<file path="src/rtl/string_fifo_host_if.sv">
// Avalon-MM host bus between string_fifo_host (master) and a memory/FIFO agent (slave).
// Commands are accepted in a cycle where the strobe is high and waitrequest is low.
interface string_fifo_host_if;
  logic [31:0] avm_address;
  logic        avm_read;
  logic        avm_write;
  logic [31:0] avm_writedata;
  logic [31:0] avm_readdata;
  logic        avm_waitrequest;

  modport master (
    output avm_address, avm_read, avm_write, avm_writedata,
    input  avm_readdata, avm_waitrequest
  );

  modport slave (
    input  avm_address, avm_read, avm_write, avm_writedata,
    output avm_readdata, avm_waitrequest
  );
endinterface

</file>
<file path="src/rtl/string_fifo_host.sv">
// Copies up to 16 words from src_addr to an accelerator FIFO port: 3 cycles/word (RD, RD_LAT, WR), strobes held under waitrequest.
// Define STRING_HOST_DST_INC_EN to increment the write address per word (memory-to-memory copy).
module string_fifo_host #(
  parameter int NWORDS_W = 5
) (
  input  logic                clk,
  input  logic                reset,
  input  logic                start,
  input  logic [31:0]         src_addr,
  input  logic [31:0]         dst_addr,
  input  logic [NWORDS_W-1:0] num_words,
  output logic                busy,
  output logic                done,
  output logic [NWORDS_W-1:0] words_done,
  string_fifo_host_if.master  avm
);

  typedef enum logic [2:0] {
    S_IDLE,
    S_RD,
    S_RD_LAT,
    S_WR,
    S_DONE
  } state_t;

  localparam logic [NWORDS_W-1:0] MAX_WORDS = NWORDS_W'(16);
  localparam int OFF_PAD = 30 - NWORDS_W;

  state_t              state;
  state_t              state_nxt;
  logic [31:0]         src_q;
  logic [31:0]         dst_q;
  logic [NWORDS_W-1:0] nwords_q;
  logic [31:0]         data_q;
  logic [NWORDS_W-1:0] nwords_clamped;
  logic [NWORDS_W-1:0] words_done_inc;
  logic [31:0]         word_off;
  logic                rd_strb;
  logic                wr_strb;
  logic [31:0]         addr;

  assign nwords_clamped = (num_words > MAX_WORDS) ? MAX_WORDS : num_words;
  assign words_done_inc = words_done + NWORDS_W'(1);
  // Byte offset of the current word; the 32-bit add wraps modulo 2^32.
  assign word_off       = {{OFF_PAD{1'b0}}, words_done, 2'b00};

  always_ff @(posedge clk) begin
    if (!reset) begin
      state <= S_IDLE;
    end else begin
      state <= state_nxt;
    end
  end

  always_ff @(posedge clk) begin
    if (!reset) begin
      src_q      <= '0;
      dst_q      <= '0;
      nwords_q   <= '0;
      data_q     <= '0;
      words_done <= '0;
    end else begin
      if (state == S_IDLE && start) begin
        src_q      <= src_addr;
        dst_q      <= dst_addr;
        nwords_q   <= nwords_clamped;
        words_done <= '0;
      end
      if (state == S_RD_LAT) begin
        data_q <= avm.avm_readdata;
      end
      if (state == S_WR && !avm.avm_waitrequest) begin
        words_done <= words_done_inc;
      end
    end
  end

  always_comb begin
    state_nxt = state;
    rd_strb   = 1'b0;
    wr_strb   = 1'b0;
    addr      = '0;
    done      = 1'b0;
    busy      = (state != S_IDLE);
    case (state)
      S_IDLE: begin
        if (start) begin
          state_nxt = (nwords_clamped == '0) ? S_DONE : S_RD;
        end
      end
      S_RD: begin
        rd_strb = 1'b1;
        addr    = src_q + word_off;
        if (!avm.avm_waitrequest) begin
          state_nxt = S_RD_LAT;
        end
      end
      S_RD_LAT: begin
        state_nxt = S_WR;
      end
      S_WR: begin
        wr_strb = 1'b1;
`ifdef STRING_HOST_DST_INC_EN
        addr    = dst_q + word_off;
`else
        addr    = dst_q;
`endif
        if (!avm.avm_waitrequest) begin
          state_nxt = (words_done_inc == nwords_q) ? S_DONE : S_RD;
        end
      end
      S_DONE: begin
        done      = 1'b1;
        state_nxt = S_IDLE;
      end
      default: begin
        state_nxt = S_IDLE;
      end
    endcase
  end

  assign avm.avm_address   = addr;
  assign avm.avm_read      = rd_strb;
  assign avm.avm_write     = wr_strb;
  assign avm.avm_writedata = data_q;

endmodule

</file>
<file path="src/flat_wrapper.sv">
// flat-port wrapper written by rule: the top's interface ports become plain ports
module string_fifo_host_flat 
#(
  parameter int NWORDS_W = 5
)
  (clk, reset, start, src_addr, dst_addr, num_words, busy, done, words_done, avm_avm_address, avm_avm_read, avm_avm_write, avm_avm_writedata, avm_avm_readdata, avm_avm_waitrequest);
  string_fifo_host_if avm_i ();
  input  logic clk;
  input  logic reset;
  input  logic start;
  input  logic [31:0] src_addr;
  input  logic [31:0] dst_addr;
  input  logic [NWORDS_W-1:0] num_words;
  output logic busy;
  output logic done;
  output logic [NWORDS_W-1:0] words_done;
  output wire logic [$bits(avm_i.avm_address)-1:0] avm_avm_address;
  output wire logic [$bits(avm_i.avm_read)-1:0] avm_avm_read;
  output wire logic [$bits(avm_i.avm_write)-1:0] avm_avm_write;
  output wire logic [$bits(avm_i.avm_writedata)-1:0] avm_avm_writedata;
  input wire logic [$bits(avm_i.avm_readdata)-1:0] avm_avm_readdata;
  input wire logic [$bits(avm_i.avm_waitrequest)-1:0] avm_avm_waitrequest;
  assign avm_avm_address = avm_i.avm_address;
  assign avm_avm_read = avm_i.avm_read;
  assign avm_avm_write = avm_i.avm_write;
  assign avm_avm_writedata = avm_i.avm_writedata;
  assign avm_i.avm_readdata = avm_avm_readdata;
  assign avm_i.avm_waitrequest = avm_avm_waitrequest;
  string_fifo_host #(.NWORDS_W(NWORDS_W)) u_core (.clk(clk), .reset(reset), .start(start), .src_addr(src_addr), .dst_addr(dst_addr), .num_words(num_words), .busy(busy), .done(done), .words_done(words_done), .avm(avm_i));
endmodule
</file>
<file path="config.mk">
export PLATFORM = sky130hd
export DESIGN_NAME = string_fifo_host_flat
export DESIGN_NICKNAME = d
export VERILOG_FILES = /design/src/rtl/string_fifo_host_if.sv /design/src/rtl/string_fifo_host.sv /design/src/flat_wrapper.sv
export SDC_FILE = /design/constraint.sdc
export NUM_CORES = 1
export LEC_CHECK = 0
export BUFFER_PORTS_ARGS = -buffer_cell sky130_fd_sc_hd__buf_2
export CAP_MARGIN = 40
export CORE_AREA = 2 2 75 149
export CTS_BUF_LIST = sky130_fd_sc_hd__clkbuf_8
export DETAILED_ROUTE_END_ITERATION = 8
export DIE_AREA = 0 0 77 151
export MAX_ROUTING_LAYER = met4
export PLACE_DENSITY = 0.82
export SKIP_LAST_GASP = 1
export SYNTH_ARGS = -nofsm -noshare
export SYNTH_HDL_FRONTEND = slang
export SYNTH_SLANG_ARGS = --single-unit
</file>
<file path="constraint.sdc">
create_clock -name clk -period 3.9 [get_ports clk]
set_clock_uncertainty 0.15 [all_clocks]
set_input_delay 1.17 -clock clk [delete_from_list [all_inputs] [get_ports clk]]
set_output_delay 1.17 -clock clk [all_outputs]
set_load 0.05 [all_outputs]
</file>
# Yosys cells after proc, flatten, opt, wreduce, memory -nomap -nowiden

Cells that the tools add are included.

Register bits: 109
Input bits: 105
Output and inout port bits: 73
Word-level logic and storage cells: 38

Add/sub/neg operators: 2
Magnitude comparators: 1
Eq/ne operators: 8
Multiplexer cells: 13
Reductions and logical operators: 8

Operators by type and width:

| kind                  | count |
|---|---|
| $pmux W32 S2          | 1 |
| $add A32 B7 Y32       | 1 |
| $mux W3               | 5 |
| $mux W5               | 3 |
| $pmux W3 S4           | 1 |
| $eq A3 B2 Y1 const B  | 2 |
| $ne A2 B2 Y1 const B  | 3 |
| $add A5 B1 Y5 const B | 1 |
| $eq A5 B5 Y1          | 1 |
| $gt A5 B5 Y1 const B  | 1 |
| $logic_not A5 Y1      | 1 |
| $eq A3 B1 Y1 const B  | 1 |
| $eq A3 B3 Y1 const B  | 1 |
| $logic_not A3 Y1      | 1 |
| $mux W1               | 3 |
| $reduce_and A3 Y1     | 1 |
| $reduce_bool A3 Y1    | 1 |
| $logic_and A1 B1 Y1   | 2 |
| $reduce_bool A2 Y1    | 1 |
| $logic_not A1 Y1      | 1 |

# Longest topological paths before layout

Depth after elaboration: 6
Depth in mapped cells: 9
Mapped depth without buffers: 8

# Worst setup path before layout

No wires, ideal clock.

Kind: reg-to-output
From: register u_core.words_done[3]
To: output avm_avm_address[11]
Data arrival time: 3.133 ns
Data required time: 2.580 ns
Slack: -0.553 ns
Cell stages (with the launch flop): 8
Buffers on the path: 1
Path through: dfxtp_1 ha_1 a21o_1 a21oi_1 clkbuf_1 a21boi_1 xnor2_1 o21ai_0

Word-level cells in the longest chain between the ends: 2

Ends and longest elaborated chain:

| what                   | RTL line               | source |
|---|---|---|
| start, declared        | string_fifo_host.sv:14 | `output logic [NWORDS_W-1:0] words_done,` |
| start signal, assigned | string_fifo_host.sv:73 | `words_done <= words_done_inc;` |
| $add A32 B7 Y32        | string_fifo_host.sv:93 | `addr = src_q + word_off;` |
| $pmux W32 S2           | string_fifo_host.sv:85 | `case (state)` |
| end, declared          | flat_wrapper.sv:17     | `output wire logic [$bits(avm_i.avm_address)-1:0] avm_avm_address;` |

No other way between the ends.

# Worst setup path after layout

From: register u_core.words_done[0]
To: output avm_avm_address[10]

The elaborated chain is that of the path after synthesis.

==> flow_summary.json <==
{
  "ir_drop_mv": 0.275,
  "power_w": 0.00259,
  "regToRegEndpoint": "u_core.words_done[0]",
  "yosysWarnings": 0,
  "place_congestion": 1.06,
  "numCtsBuffers": 9,
  "clkSinkCount": 109,
  "rsz0062_at_grt": "true",
  "setup_viol": 0,
  "p_sw_w": 0.000781,
  "clk_pin_slew_ns": 0.09,
  "postRouteAntennaNets": 0,
  "cts_tree": "yes",
  "cp.required_ns": 2.58,
  "avgRoutedWirePerCell_um": 17.0,
  "ys_ff_latch": 109,
  "root_buffer": "clkbuf_8",
  "maxSlewViolCount": 0,
  "min_path_type": "reg -> reg",
  "hold_end": "u_core.avm.avm_writedata[19]",
  "syn_to_final_growth_pct": 30.1,
  "clock_path_buffers": 2,
  "p_int_w": 0.00180,
  "grt_pass1_wl_um": 26100,
  "seqPwrFrac": 0.478,
  "fmax_mhz": 258,
  "grt_pass1_vias": 5549,
  "core_mm2": 0.0105,
  "dieArea_mm2": 0.0116,
  "slew_headroom": 0.431,
  "crit_arrival_ns": 2.55,
  "num_vias": 5458,
  "initial_utilization": 0.511,
  "period_share": 0.993,
  "synth_ff_type": "dfxtp_1",
  "synth_edf_count": 0,
  "syn_area_mm2": 0.00536,
  "tightest_slew_ns": 0.842,
  "min_path_cells": 2,
  "end_kind": "output port",
  "track_usage": 0.297,
  "path_class": "reg -> out",
  "firstDrtPassIters": 5,
  "final_hold_viol_count": 0,
  "place_hpwl_um": 12900,
  "cts_hold_buf": 0,
  "reg2reg_slack_ns": 1.60,
  "setup.worst_path.start_class": "flip-flop",
  "layout_common_cells": "nand2_1 (232), buf_2 (164), dfxtp_1 (106), a21boi_1 (97), buf_4 (32)",
  "clockPowerShare": 0.314,
  "synth.top_cell.area_share": 0.407,
  "hp-start": "u_core.avm.avm_writedata[19]",
  "drive_gt1_frac": 0.303,
  "pin_count": 178,
  "ys_seq_area_frac": 0.407,
  "reg2reg_depth": 5,
  "synth.distinct_cells": 55,
  "die_w_um": 77,
  "wirelength_um": 16900,
  "final_util": 0.665,
  "power_density_mw_per_mm2": 371,
  "fp.dieH_um": 151,
  "clkLatencyLatePin_ns": 0.37,
  "synth_area_leaders": "dfxtp_1 (41%), nand2_1 (16%), a21boi_1 (14%)",
  "timing.rr.start": "u_core.state[1]",
  "drt_iter0_markers": 260,
  "yosysTopAreaCell": "dfxtp_1",
  "tns_ns": 0,
  "drc_errors": 0,
  "viasPerCell": 5.49,
  "cap_violations": 0,
  "syn-num-nets": 792,
  "period_minus_slack_ns": 3.87,
  "p_leak_nw": 2.95,
  "htreeDepth": 3,
  "status": "finished clean",
  "post_synth.cell_area_avg_um2": 7.88,
  "post-place-ws_ns": 0.340,
  "gr-total-overflow": 0,
  "grt_max_degree": 51,
  "std_cell_rows": 53,
  "setup_ws_ns": 0.0277,
  "crit_path_start": "u_core.words_done[0]",
  "ys_async_sr_fraction": 0,
  "antenna_found_initial": 1,
  "crit_path_max_fanout": 6,
  "switching_share": 0.302,
  "fin_hold_ws_ns": 0.304,
  "fin_nets": 966,
  "syn_inst": 680,
  "final_common_cell": "nand2_1",
  "p_comb_frac": 0.208,
  "port_buffers": 177
}
layout make-up:
type | instances | area, µm²
Antenna cell | 1 | 2.50
Clock buffer | 10 | 138
Clock inverter | 4 | 97.6
Fill cell | 925 | 3510
Inverter | 12 | 45.0
Multi-Input combinational cell | 510 | 3080
Sequential cell | 109 | 2190
Tap cell | 137 | 171
Timing Repair Buffer | 212 | 1250
stage by stage:
stage               std cells  cell area, µm²
finish                    995            6970
global route              995            6970
CTS                       991            6870
detailed placement        975            6570
global placement          973            6540
floorplan                 680            5440
cell usage after synthesis (2+ instances only):
library cell,n
a2111oi_0,2
a211oi_1,3
a21boi_0,8
a21boi_1,97
a21o_1,2
a21oi_1,9
a22o_1,3
and2_1,4
and3_1,3
and4_1,5
buf_2,3
clkbuf_1,46
dfxtp_1,109
ha_1,6
inv_1,10
inv_2,2
nand2_1,233
nand2b_1,3
nand3_1,6
nand3b_1,6
nand4_1,3
nand4_2,2
nor2_1,6
nor3_1,6
nor4_1,2
o2111ai_1,5
o211ai_1,5
o21ai_0,7
o21ai_1,27
or3_1,3
xnor2_1,17
xor2_1,14
sequential cells by signal (all words and copies together) (netlist names):
register and flops:
u_core.dst_q 32, u_core.state 3, u_core.words_done 5, u_core.nwords_q 5, u_core.avm.avm_writedata 32, u_core.src_q 32
logic make-up (layout without fill, tap and decap cells):
group / count (synthesis) / in the layout / share of synthesized area
DFF: 109 / 109 / 0.407
and+or+nand+nor: 292 / 292 / 0.241
buffers and inverters: 61 / 238 / 0.0434
other: 0 / 1 / 0
adders and majority gates: 7 / 7 / 0.0178
xor gates and xnor gates: 31 / 31 / 0.0507
AOI/OAI and AO/OA: 180 / 180 / 0.240
how the worst max path moves through the flow:
stage | end | cells past startpoint
floorplan | avm_avm_address[18] | 9
global placement | avm_avm_address[8] | 10
detailed placement | avm_avm_address[22] | 10
CTS | avm_avm_address[26] | 11
global route | avm_avm_address[10] | 10
finish | avm_avm_address[10] | 10
what timing repair did:
action	CTS	global route
buffers inserted	1	4
cloned	1	0
setup endpoints to repair	13	20
resized for setup	18	24
pin swaps	0	6
power by group through the flow:
stage               combinational (W)  clock (W)  sequential, W
floorplan                    0.000295          0        0.00130
global placement             0.000512          0        0.00126
finish                       0.000538   0.000812        0.00124
CTS                          0.000534   0.000828        0.00123
detailed placement           0.000529          0        0.00126
global route                 0.000579   0.000867        0.00124
metal layers:
metal  wire length [µm]  GRT usage  up-vias
met4               1150      0.204        0
met2               9130      0.564      227
met1               5630      0.262     2524
li1                   -          -     2637
met3                998     0.0524       70
met5                  0          -        -
worst max-delay path, stage by stage (launching register included):
cell and delay (ns):
dfxtp_4 0.37, ha_2 0.18, inv_1 0.06, fa_2 0.36, nand2b_4 0.17, a21oi_4 0.19
buf_6 0.15, o2111ai_1 0.12, xor2_1 0.16, o21ai_1 0.22, buf_6 0.19
Note: power is estimated with default switching activity, not from simulation.
